## src/rtl/rr_arb_pkg.sv

```systemverilog
// Shared types and helpers for the round-robin arbiters.
// Holds the lock-arbiter state encoding and a width helper.
package rr_arb_pkg;

    typedef enum logic {
        IDLE  = 1'b0,
        GRANT = 1'b1
    } state_t;

    // Bits needed to index v items; never returns 0 so it
    // is always usable as a vector width.
    function automatic int clog2(input int v);
        int r;
        r = 0;
        for (int i = 0; i < 31; i++) begin
            if ((1 << i) < v) begin
                r = i + 1;
            end
        end
        return (r == 0) ? 1 : r;
    endfunction

endpackage

```

## src/rtl/rr_pick.sv

```systemverilog
// Rotating priority encoder: first set req bit above last, wrapping.
// Ports: req (vector), last (index) -> valid, pick (index).
module rr_pick
    import rr_arb_pkg::*;
#(
    parameter int NUM_REQ = 8,
    parameter int IW      = clog2(NUM_REQ)
) (
    input  logic [NUM_REQ-1:0] req,
    input  logic [IW-1:0]      last,
    output logic               valid,
    output logic [IW-1:0]      pick
);

    int idx;

    // Walk offsets from farthest to nearest so the nearest
    // candidate after last is the one that sticks.
    always_comb begin
        valid = 1'b0;
        pick  = '0;
        idx   = 0;
        for (int i = NUM_REQ; i >= 1; i--) begin
            idx = int'(last) + i;
            if (idx >= NUM_REQ) begin
                idx = idx - NUM_REQ;
            end
            if (req[idx]) begin
                valid = 1'b1;
                pick  = IW'(idx);
            end
        end
    end

endmodule

```

## src/rtl/rr_lock_arb.sv

```systemverilog
// Round-robin lock arbiter with hold-limit revocation.
// Ports: clk, rst, i_req, i_release -> o_grant, o_owner, o_busy, o_timeout.
module rr_lock_arb
    import rr_arb_pkg::*;
#(
    parameter int NUM_REQ  = 8,
    parameter int MAX_HOLD = 16
) (
    input  logic                      clk,
    input  logic                      rst,
    input  logic [NUM_REQ-1:0]        i_req,
    input  logic [NUM_REQ-1:0]        i_release,
    output logic [NUM_REQ-1:0]        o_grant,
    output logic [clog2(NUM_REQ)-1:0] o_owner,
    output logic                      o_busy,
    output logic                      o_timeout
);

    localparam int IW = clog2(NUM_REQ);
    localparam int CW = clog2(MAX_HOLD + 1);
    localparam logic [IW-1:0] LAST_RST = IW'(NUM_REQ - 1);
    localparam logic [CW-1:0] CNT_LIM  = CW'(MAX_HOLD - 1);

    state_t               state, state_d;
    logic [CW-1:0]        hold_cnt, cnt_d;
    logic [IW-1:0]        last_owner, last_d;
    logic [NUM_REQ-1:0]   grant_d;
    logic [IW-1:0]        owner_d;
    logic                 busy_d;
    logic                 timeout_d;

    logic                 pick_vld;
    logic [IW-1:0]        pick_idx;
    logic                 rel_hit;
    logic                 wd_hit;
    logic                 lim_hit;

    rr_pick #(
        .NUM_REQ (NUM_REQ),
        .IW      (IW)
    ) u_pick (
        .req   (i_req),
        .last  (last_owner),
        .valid (pick_vld),
        .pick  (pick_idx)
    );

    assign rel_hit = i_release[o_owner];
    assign wd_hit  = ~i_req[o_owner];
    assign lim_hit = (hold_cnt == CNT_LIM);

    always_ff @(posedge clk) begin
        if (rst) begin
            state      <= IDLE;
            hold_cnt   <= '0;
            last_owner <= LAST_RST;
            o_grant    <= '0;
            o_owner    <= '0;
            o_busy     <= 1'b0;
            o_timeout  <= 1'b0;
        end else begin
            state      <= state_d;
            hold_cnt   <= cnt_d;
            last_owner <= last_d;
            o_grant    <= grant_d;
            o_owner    <= owner_d;
            o_busy     <= busy_d;
            o_timeout  <= timeout_d;
        end
    end

    always_comb begin
        state_d   = state;
        cnt_d     = hold_cnt;
        last_d    = last_owner;
        grant_d   = o_grant;
        owner_d   = o_owner;
        busy_d    = o_busy;
        timeout_d = 1'b0;
        unique case (state)
            IDLE: begin
                grant_d = '0;
                busy_d  = 1'b0;
                if (pick_vld) begin
                    state_d = GRANT;
                    grant_d = NUM_REQ'(1) << pick_idx;
                    owner_d = pick_idx;
                    last_d  = pick_idx;
                    cnt_d   = '0;
                    busy_d  = 1'b1;
                end
            end
            GRANT: begin
                cnt_d = hold_cnt + CW'(1);
                if (rel_hit || wd_hit || lim_hit) begin
                    state_d   = IDLE;
                    grant_d   = '0;
                    busy_d    = 1'b0;
                    // A voluntary exit in the same cycle
                    // masks the revocation pulse.
                    timeout_d = lim_hit & ~rel_hit & ~wd_hit;
                end
            end
        endcase
    end

endmodule
```

## config.mk

```make
export PLATFORM = sky130hd
export DESIGN_NAME = rr_lock_arb
export DESIGN_NICKNAME = d
export VERILOG_FILES = /design/src/rtl/rr_arb_pkg.sv /design/src/rtl/rr_pick.sv /design/src/rtl/rr_lock_arb.sv
export SDC_FILE = /design/constraint.sdc
export NUM_CORES = 1
export LEC_CHECK = 0
export BUFFER_PORTS_ARGS = -buffer_cell sky130_fd_sc_hd__buf_2
export CAP_MARGIN = 5
export CORE_MARGIN = 2
export CORE_UTILIZATION = 57
export CTS_CLUSTER_DIAMETER = 40
export CTS_CLUSTER_SIZE = 40
export DETAILED_ROUTE_END_ITERATION = 10
export PLACE_DENSITY = 0.85
export SLEW_MARGIN = 30
export SYNTH_ARGS = -nofsm -noshare
export SYNTH_HDL_FRONTEND = slang
export SYNTH_SLANG_ARGS = --single-unit
```

## constraint.sdc

```tcl
create_clock -name clk -period 3.35 [get_ports clk]
set_input_delay 0.8375 -clock clk [delete_from_list [all_inputs] [get_ports clk]]
set_output_delay 0.8375 -clock clk [all_outputs]
set_load 0.05 [all_outputs]
```

# [Word level (Yosys, flattened, before mapping)]
# Index checks and enable logic that the tools add are counted.
[totals] out_inout_bits=13 regBits=22
[classes] n_addsub=17 n_bitwise=6 eq_ne=3 shifts=1 n_mux=62 n_reduce_logical=4 magnitude_cmp=17
[ops] op="$ge 32x5->1 const B" n=8
[ops] op="$lt 32x5->1 const B" n=8
[ops] op="$mux 32" n=8
[ops] op="$sub 32x5->32 const B" n=8
[ops] op="$bmux 1 s3" n=10
[ops] op="$mux 1" n=29
[ops] op="$mux 3" n=8
[ops] op="$add 3x3->4 const B" n=4
[ops] op="$mux 8" n=2
[ops] op="$pmux 8 s2" n=1
[ops] op="$pmux 5 s2" n=1
[ops] op="$add 3x2->4 const B" n=2
[ops] op="$shl 1x3->8 const A" n=1
[ops] op="$add 3x4->5 const B" n=1
[ops] op="$add 5x1->5 const B" n=1
[ops] op="$eq 5x4->1 const B" n=1
[ops] op="$mux 5" n=1
[ops] op="$add 3x1->4 const B" n=1
[ops] op="$lt 3x4->1 const B" n=1
[ops] op="$not 1->1" n=4
[ops] op="$pmux 1 s2" n=2
[ops] op="$reduce_or 3->1" n=1
[ops] op="$and 1x1->1" n=2
[ops] op="$logic_or 1x1->1" n=2
[ops] op="3 further kinds" n=3

# [Depth between registers and ports, before layout]
# Gate-level depths: netlist of run 1.
[logic_depth] depth_word=17 depth_mapped=12 depth_no_buf=9

# [Modules after synthesis]
# A second synthesis of run 1 with hierarchy kept.
[hier_totals] cells_unflattened=178 hier_area_um2=1632.8
[by_module_without_submodules] mod="rr_lock_arb" instances=1 area_per_inst_um2=958.4 cells_per_inst=101
[by_module_without_submodules] mod="rr_pick" instances=1 area_per_inst_um2=674.4 cells_per_inst=77

# [Least setup slack after synthesis of run 1]
# Ideal clock, no wire load.
[synth_timing] kind="reg-to-reg" startpoint="reg last_owner[0]" endpoint="reg o_grant[0]" required_ns=3.233 path_buffers=3 path_stages_with_launch=13 setup_slack_ns=0.403 synth_period_minus_slack_ns=2.947 setup_ns=0.117 t_arrival_ns=2.829 cell_sequence="dfxtp_1 > buf_4 > inv_1 > ha_1 > clkbuf_1 > mux4_2 > mux2i_1 > nand3_1 > nor3_1 > or2_2 > clkbuf_1 > nor3b_2 > a32o_1"
[synth_between] elab_chain_len=17 word_cells_on_any_way=75
[synth_rtl] element="start, declared" line_no="rr_lock_arb.sv:26" rtl="logic [IW-1:0] last_owner, last_d;"
[synth_rtl] element="start signal, assigned" line_no="rr_lock_arb.sv:64" rtl="last_owner <= last_d;"
[synth_rtl] element="$add 3x4->5" line_no="rr_pick.sv:24" rtl="idx = int'(last) + i;"
[synth_rtl] element="$sub 32x5->32 or $ge 32x5->1 (tied branches)" line_no="rr_pick.sv:26, rr_pick.sv:25"
[synth_rtl] element="$mux 32" line_no="rr_pick.sv:25" rtl="if (idx >= NUM_REQ) begin"
[synth_rtl] element="$bmux 1 s3" line_no="rr_pick.sv:28" rtl="if (req[idx]) begin"
[synth_rtl] element="$mux 1 (not written as such) (2 in a row)" line_no="rr_pick.sv:28"
[synth_rtl] element="$mux 3 (8 in a row)" line_no="rr_pick.sv:28"
[synth_rtl] element="$shl 1x3->8" line_no="rr_lock_arb.sv:86" rtl="grant_d = NUM_REQ'(1) << pick_idx;"
[synth_rtl] element="$mux 8 *" line_no="rr_lock_arb.sv:84" rtl="if (pick_vld) begin"
[synth_rtl] element="$pmux 8 s2 *" line_no="rr_lock_arb.sv:80" rtl="unique case (state)"
[synth_rtl] element="end signal, assigned" line_no="rr_lock_arb.sv:65" rtl="o_grant <= grant_d;"
[synth_rtl] element="end, declared" line_no="rr_lock_arb.sv:13" rtl="output logic [NUM_REQ-1:0] o_grant,"
# Mark *: on every way between the ends. The rest lies on a longest branch, timed or not. The select of a mux whose other input is x is not followed.
# A chain may end at the register's enable or synchronous reset.

# [Final worst setup path of run 1]
[layout_timing] startpoint="reg last_owner[1]" endpoint="reg o_grant[1]"
# The elaborated chain is that of the path after synthesis.

==> results by group, run 1 <==
Clocking
  • Clock Pin Slew Worst Setup and Hold Paths: 0.12 ns
  • Cts bufs inserted: 3
  • Post_cts resized: 0
  • Clk root buf: clkbuf_4
  • Clock latency on the worst-skew pair: 0.31 ns
  • Clock Path Buffers: 2
  • Clock sinks: 22
  • Post-CTS Setup Inserts: 0
  • H-tree levels: 1
  • CTS tree: yes
  • CTS Hold Bufs: 0

Critical path
  • Arrival time at the worst endpoint: 3.27 ns
  • CP startpoint kind: flip-flop
  • CP Class: reg2reg
  • WP data required: 3.56 ns
  • Worst Setup End Kind: flip-flop
  • Crit path max fanout: 9

Floorplanning
  • Die width: 62.9 um
  • Site Rows: 21
  • Die Height: 62.9 um
  • Top-Level Pins: 31
  • CORE AREA: 0.00334 mm2
  • Die Area: 0.00395 mm2
  • Starting density of the core: 0.592

Logic synthesis
  • Largest family of logic cells by synthesized area: multiplexers
  • Adder-cell share of the synthesized area: 0.0253
  • Synth cell types: 49
  • Syn Nets: 239
  • Synth Area per Inst: 9.10 um2
  • Flops & latches, synth: 22
  • Post-Synth Simple-Gate Area: 0.170
  • Mux share of post-synthesis cell area: 0.321
  • Synth Instances: 217
  • Number of synthesized flops with an enable pin: 0
  • Register area share after synthesis: 0.223
  • Compound-Gate Fraction of Synth Area: 0.181
  • Synth Flop Type: dfxtp_1
  • Synth async-reset ratio: 0
  • Post-synthesis cell area: 0.00197 mm2
  • Post-Synth XOR/XNOR Area: 0.0127
  • YS warnings: 0

GRT
  • Number of global-route vias before repair: 1655
  • First-pass GRT wire length: 7640 um
  • Initial antenna violation count: 0
  • Congestion Overflow GR: 0
  • Pin count of the biggest net entering global routing: 20
  • Total track usage: 0.237

STA
  • Final setup viols: 0
  • Max-slew violation count: 0
  • Setup TNS Final: 0 ns
  • Final Hold Vio Count: 0
  • Worst slew pin tran: 0.529 ns
  • Tmin final: 3.06 ns
  • Final Cycle Share: 0.912
  • Max_slew headroom: 0.647
  • RSZ-0062 raised after global routing: no
  • Max frequency: 0.327 GHz
  • Clk_skew: 0.00357 ns

Final layout
  • Area grow syn2layout: 10.1%
  • # diodes: 0
  • Most frequent cells in the layout: buf_2 (30), nand2_1 (25), nor2_1 (22), dfxtp_1 (22), mux4_2 (17)
  • Fraction of layout cells with a size suffix above 1: 0.312
  • Most common cell after layout, fill and taps aside: buf_2
  • Fin nets: 260
  • Final non-filler cell total: 283
  • Utilization after layout: 0.651

Detailed routing
  • Drt total wl: 4490 um
  • Highest routed layer: met4
  • Via count: 1780
  • Met3 wire length: 229 um
  • Met2 wire length: 2150 um
  • Initial DRC count: 64
  • ANT nets after route: 0
  • Metal-1 WL: 1990 um
  • WL/cell: 15.9 um
  • # DRC: 0
  • Vias per cell: 6.29
  • Initial DRT Pass Iterations: 4

Flow run
  • Max cap viols: 0

Pwr
  • VDD IR max: 0.701 mV
  • Total Power: 2.37 mW
  • Power Density: 1090 mW/mm2
  • Cell leakage power: 0.900 nW

Min path
  • Hold crit path type: reg2reg

Placed design
  • Placed Cells incl. Taps: 279
  • Final Wtd Congestion: 0.932
  • PortBufs: 30
  • HPWL after DPL: 3390 um

Outcome
  • Status: finished, final reports clean
registers in the layout (all words and copies together), names as in the netlist:
name	count
o_timeout	1
o_grant	8
hold_cnt	5
o_busy	1
last_owner	3
state	1
o_owner	3
area by class of cell:
| class | instances | area (um2) |
|---|---|---|
| sequential | 22 | 440 |
| timing repair buffer | 36 | 195 |
| multi-input combinational | 164 | 1400 |
| fill | 283 | 1160 |
| inverter | 11 | 41.3 |
| clock buffer | 4 | 36.3 |
| tap | 46 | 57.6 |
path summary, 6_finish.rpt:
check	from	to	slack (ns)	depth (start not counted)
worst min-delay path	o_grant[3]	o_grant[3]	0.45	2
worst max-delay path	last_owner[1]	o_grant[1]	0.29	8
worst min register to register	o_grant[3]	o_grant[3]	0.45	2
worst max register to register	last_owner[1]	o_grant[1]	0.29	8
worst max-delay path, cell delays in order (launching register included):
cell      delay (ns)
dfxtp_1         0.37
inv_2           0.11
ha_1            0.51
mux4_2          0.65
mux2i_1         0.32
o21ai_0         0.16
a211o_1         0.33
o2111a_1        0.22
a32o_1          0.28
synthesized netlist by cell type, types with 5 or more instances:
cell	instances	share of area
clkbuf_1	15	0.029
dfxtp_1	22	0.22
mux2_2	8	0.046
a21oi_1	9	0.023
nand2_1	25	0.048
mux2i_1	12	0.061
mux4_2	17	0.19
nor3_1	5	0.013
inv_1	10	0.019
nor2_1	22	0.042
o32ai_1	5	0.022
nand3_1	5	0.013
through the flow:
step / setup slack (ns) / hold slack (ns) / cell area, um2
floorplan: 0.403 / 0.474 / 1970
global placement: 0.283 / 0.431 / 2140
detailed placement: 0.198 / 0.435 / 2140
CTS: 0.276 / 0.458 / 2170
global route: 0.0403 / 0.482 / 2170
finish: 0.293 / 0.453 / 2170
metal layers:
layer,GRT usage,up-vias
met3,0.0468,14
li1,-,857
met5,0,-
met1,0.322,849
met4,0.0944,0
met2,0.372,60
cells by family (layout without fill, tap and decap cells):
family	Yosys count	after routing
fa+ha+maj	4	4
mux	40	40
simple gates	72	72
xor+xnor	2	2
compound gates	46	46
buf+inv	31	51
flops	22	22
where the power goes:
part	total [mW]	internal [mW]	leakage (nW)	switching, mW
combinational	1.81	0.748	0.699	1.07
clock	0.145	0.0665	0.0210	0.0782
sequential	0.414	0.340	0.180	0.0734
total	2.37	1.16	0.900	1.22
Power figures use the tool's default switching activity.
==> run 2: changes to the inputs <==
Settings changed: CELL_PAD_IN_SITES_DETAIL_PLACEMENT set to 1, CELL_PAD_IN_SITES_GLOBAL_PLACEMENT set to 2, CORE_UTILIZATION 57 to 35.
==> run 2 against run 1 <==
Effect of this change: critical endpoint is now o_grant[5]; global-route usage down 5.1 points; sequential power up 1%; wire length increased by 23%; critical path type unchanged; utilization decreased by 24 points; clock power is 9.7% higher; via count increased by 2.0%; combinational power is 5% higher; maximum frequency decreased by 0.29%; clock skew is essentially flat.
==> results by group, run 2 (synthesized netlist as in run 1, its figures left out) <==
Detailed routing
  • Initial DRC count: 135 (+110%)
  • Vias per cell: 5.84 (-7.2%)
  • Met3 wire length: 109 um (-52%)
  • Met2 wire length: 2840 um (+32%)
  • ANT nets after route: 0 (unchanged)
  • # DRC: 0 (unchanged)
  • Via count: 1816 (+2.0%)
  • Drt total wl: 5500 um (+23%)
  • Highest routed layer: met4
  • Initial DRT Pass Iterations: 5 (+1)
  • Metal-1 WL: 2510 um (+26%)
  • WL/cell: 17.7 um (+12%)

Critical path
  • WP data required: 3.50 ns (-0.06 ns)
  • CP startpoint kind: flip-flop
  • CP Class: reg2reg
  • Crit path max fanout: 11 (+2)
  • Arrival time at the worst endpoint: 3.22 ns (-0.05 ns)
  • Worst Setup End Kind: flip-flop
  • Reg-to-reg slack, setup: 0.28 ns (about the same)

Pwr
  • Total Power: 2.47 mW (+4.3%)
  • Cell leakage power: 0.914 nW (+1.5%)
  • VDD IR max: 0.443 mV (-37%)
  • Power Density: 1110 mW/mm2 (+1.4%)

Clocking
  • Clock sinks: 22 (unchanged)
  • Clock Path Buffers: 2 (unchanged)
  • Post_cts resized: 0 (unchanged)
  • Cts bufs inserted: 3 (unchanged)
  • CTS Hold Bufs: 0 (unchanged)
  • CTS tree: yes
  • Clock Pin Slew Worst Setup and Hold Paths: 0.07 ns (-0.05 ns)
  • Clk root buf: clkbuf_8
  • Post-CTS Setup Inserts: 0 (unchanged)
  • Clock latency on the worst-skew pair: 0.26 ns (-0.05 ns)
  • H-tree levels: 1 (unchanged)

STA
  • Final setup viols: 0 (unchanged)
  • Clk_skew: 0.00321 ns (-0.000362 ns)
  • Max_slew headroom: 0.600 (-0.0476)
  • Final Cycle Share: 0.915 (+0.00268)
  • Setup TNS Final: 0 ns (unchanged)
  • Max-slew violation count: 0 (unchanged)
  • Tmin final: 3.07 ns (+0.00897 ns)
  • RSZ-0062 raised after global routing: no
  • Worst slew pin tran: 0.595 ns (+0.0666 ns)
  • Final Hold Vio Count: 0 (unchanged)
  • Max frequency: 0.326 GHz (-0.29%)

Floorplanning
  • Die width: 79.1 um (+26%)
  • Top-Level Pins: 31 (unchanged)
  • Site Rows: 27 (+29%)
  • Starting density of the core: 0.361 (-0.231)
  • CORE AREA: 0.00547 mm2 (+64%)
  • Die Height: 79.1 um (+26%)
  • Die Area: 0.00626 mm2 (+58%)

Final layout
  • Most frequent cells in the layout: buf_2 (30), nand2_1 (25), nor2_1 (22), dfxtp_1 (22), mux4_2 (17)
  • Top Registers: o_grant x8, hold_cnt x5
  • Fin nets: 263 (+1.2%)
  • # diodes: 0 (unchanged)
  • Largest register FFs: 8 (unchanged)
  • Area grow syn2layout: 13.2%
  • Register with the most flip-flops: o_grant
  • Fraction of layout cells with a size suffix above 1: 0.322 (+0.00994)
  • Most common cell after layout, fill and taps aside: buf_2

Placed design
  • PortBufs: 30 (unchanged)
  • HPWL after DPL: 4190 um (+24%)
  • Final Wtd Congestion: 0.870 (-6.7%)

GRT
  • Total track usage: 0.186 (-0.0509)
  • Pin count of the biggest net entering global routing: 20 (unchanged)
  • First-pass GRT wire length: 9320 um (+22%)
  • Number of global-route vias before repair: 1852 (+12%)
  • Congestion Overflow GR: 0 (unchanged)
  • Initial antenna violation count: 0 (unchanged)

Min path
  • Hold crit path type: reg2reg

Outcome
  • Status: finished, final reports clean

Flow run
  • Max cap viols: 0 (unchanged)
-- run 2: final timing paths --
check	start	to	cells after the start
worst min register to register	o_grant[6]	o_grant[6]	2
worst max register to register	last_owner[1]	o_grant[5]	10
worst max-delay path	last_owner[1]	o_grant[5]	10
worst min-delay path	o_grant[6]	o_grant[6]	2
-- run 2: cell type report --
class / instances / area [um2]
timing repair buffer: 39 / 218
clock buffer: 3 / 41.3
multi-input combinational: 164 / 1410
sequential: 22 / 440
inverter: 11 / 41.3
fill: 679 / 3240
tap: 72 / 90.1
-- run 2: routing by layer --
metal	GRT usage	vias to the layer above
li1	-	860
met1	0.255	926
met2	0.327	25
met3	0.0125	5
met4	0.0345	0
met5	0	-
-- run 2: power by group --
group	internal, mW	leakage, nW	switching (mW)
sequential	0.341	0.180	0.0779
combinational	0.781	0.712	1.12
clock	0.0801	0.0216	0.0788
-- run 2: per-stage QoR --
| stage | hold WS (ns) | instances | setup WS [ns] | util | instance area [um2] |
|---|---|---|---|---|---|
| 2_1_floorplan | 0.474 | 217 | 0.403 | - | 1970 |
| 3_3_place_gp | 0.449 | 308 | 0.233 | 0.401 | 2190 |
| 3_5_place_dp | 0.454 | 308 | 0.179 | 0.401 | 2190 |
| 4_1_cts | 0.469 | 311 | 0.149 | 0.408 | 2230 |
| 5_1_grt | 0.496 | 311 | 0.0539 | 0.409 | 2240 |
| 6_report | 0.463 | 311 | 0.284 | 0.409 | 2240 |
-- run 2: critical path: stages, from the launching register on --
cell,delay (ns)
dfxtp_1,0.35
inv_2,0.05
ha_2,0.50
buf_4,0.20
mux4_2,0.28
mux2i_1,0.37
nand3_1,0.21
nor3_1,0.39
or2_2,0.27
nor3b_2,0.09
a32o_1,0.24
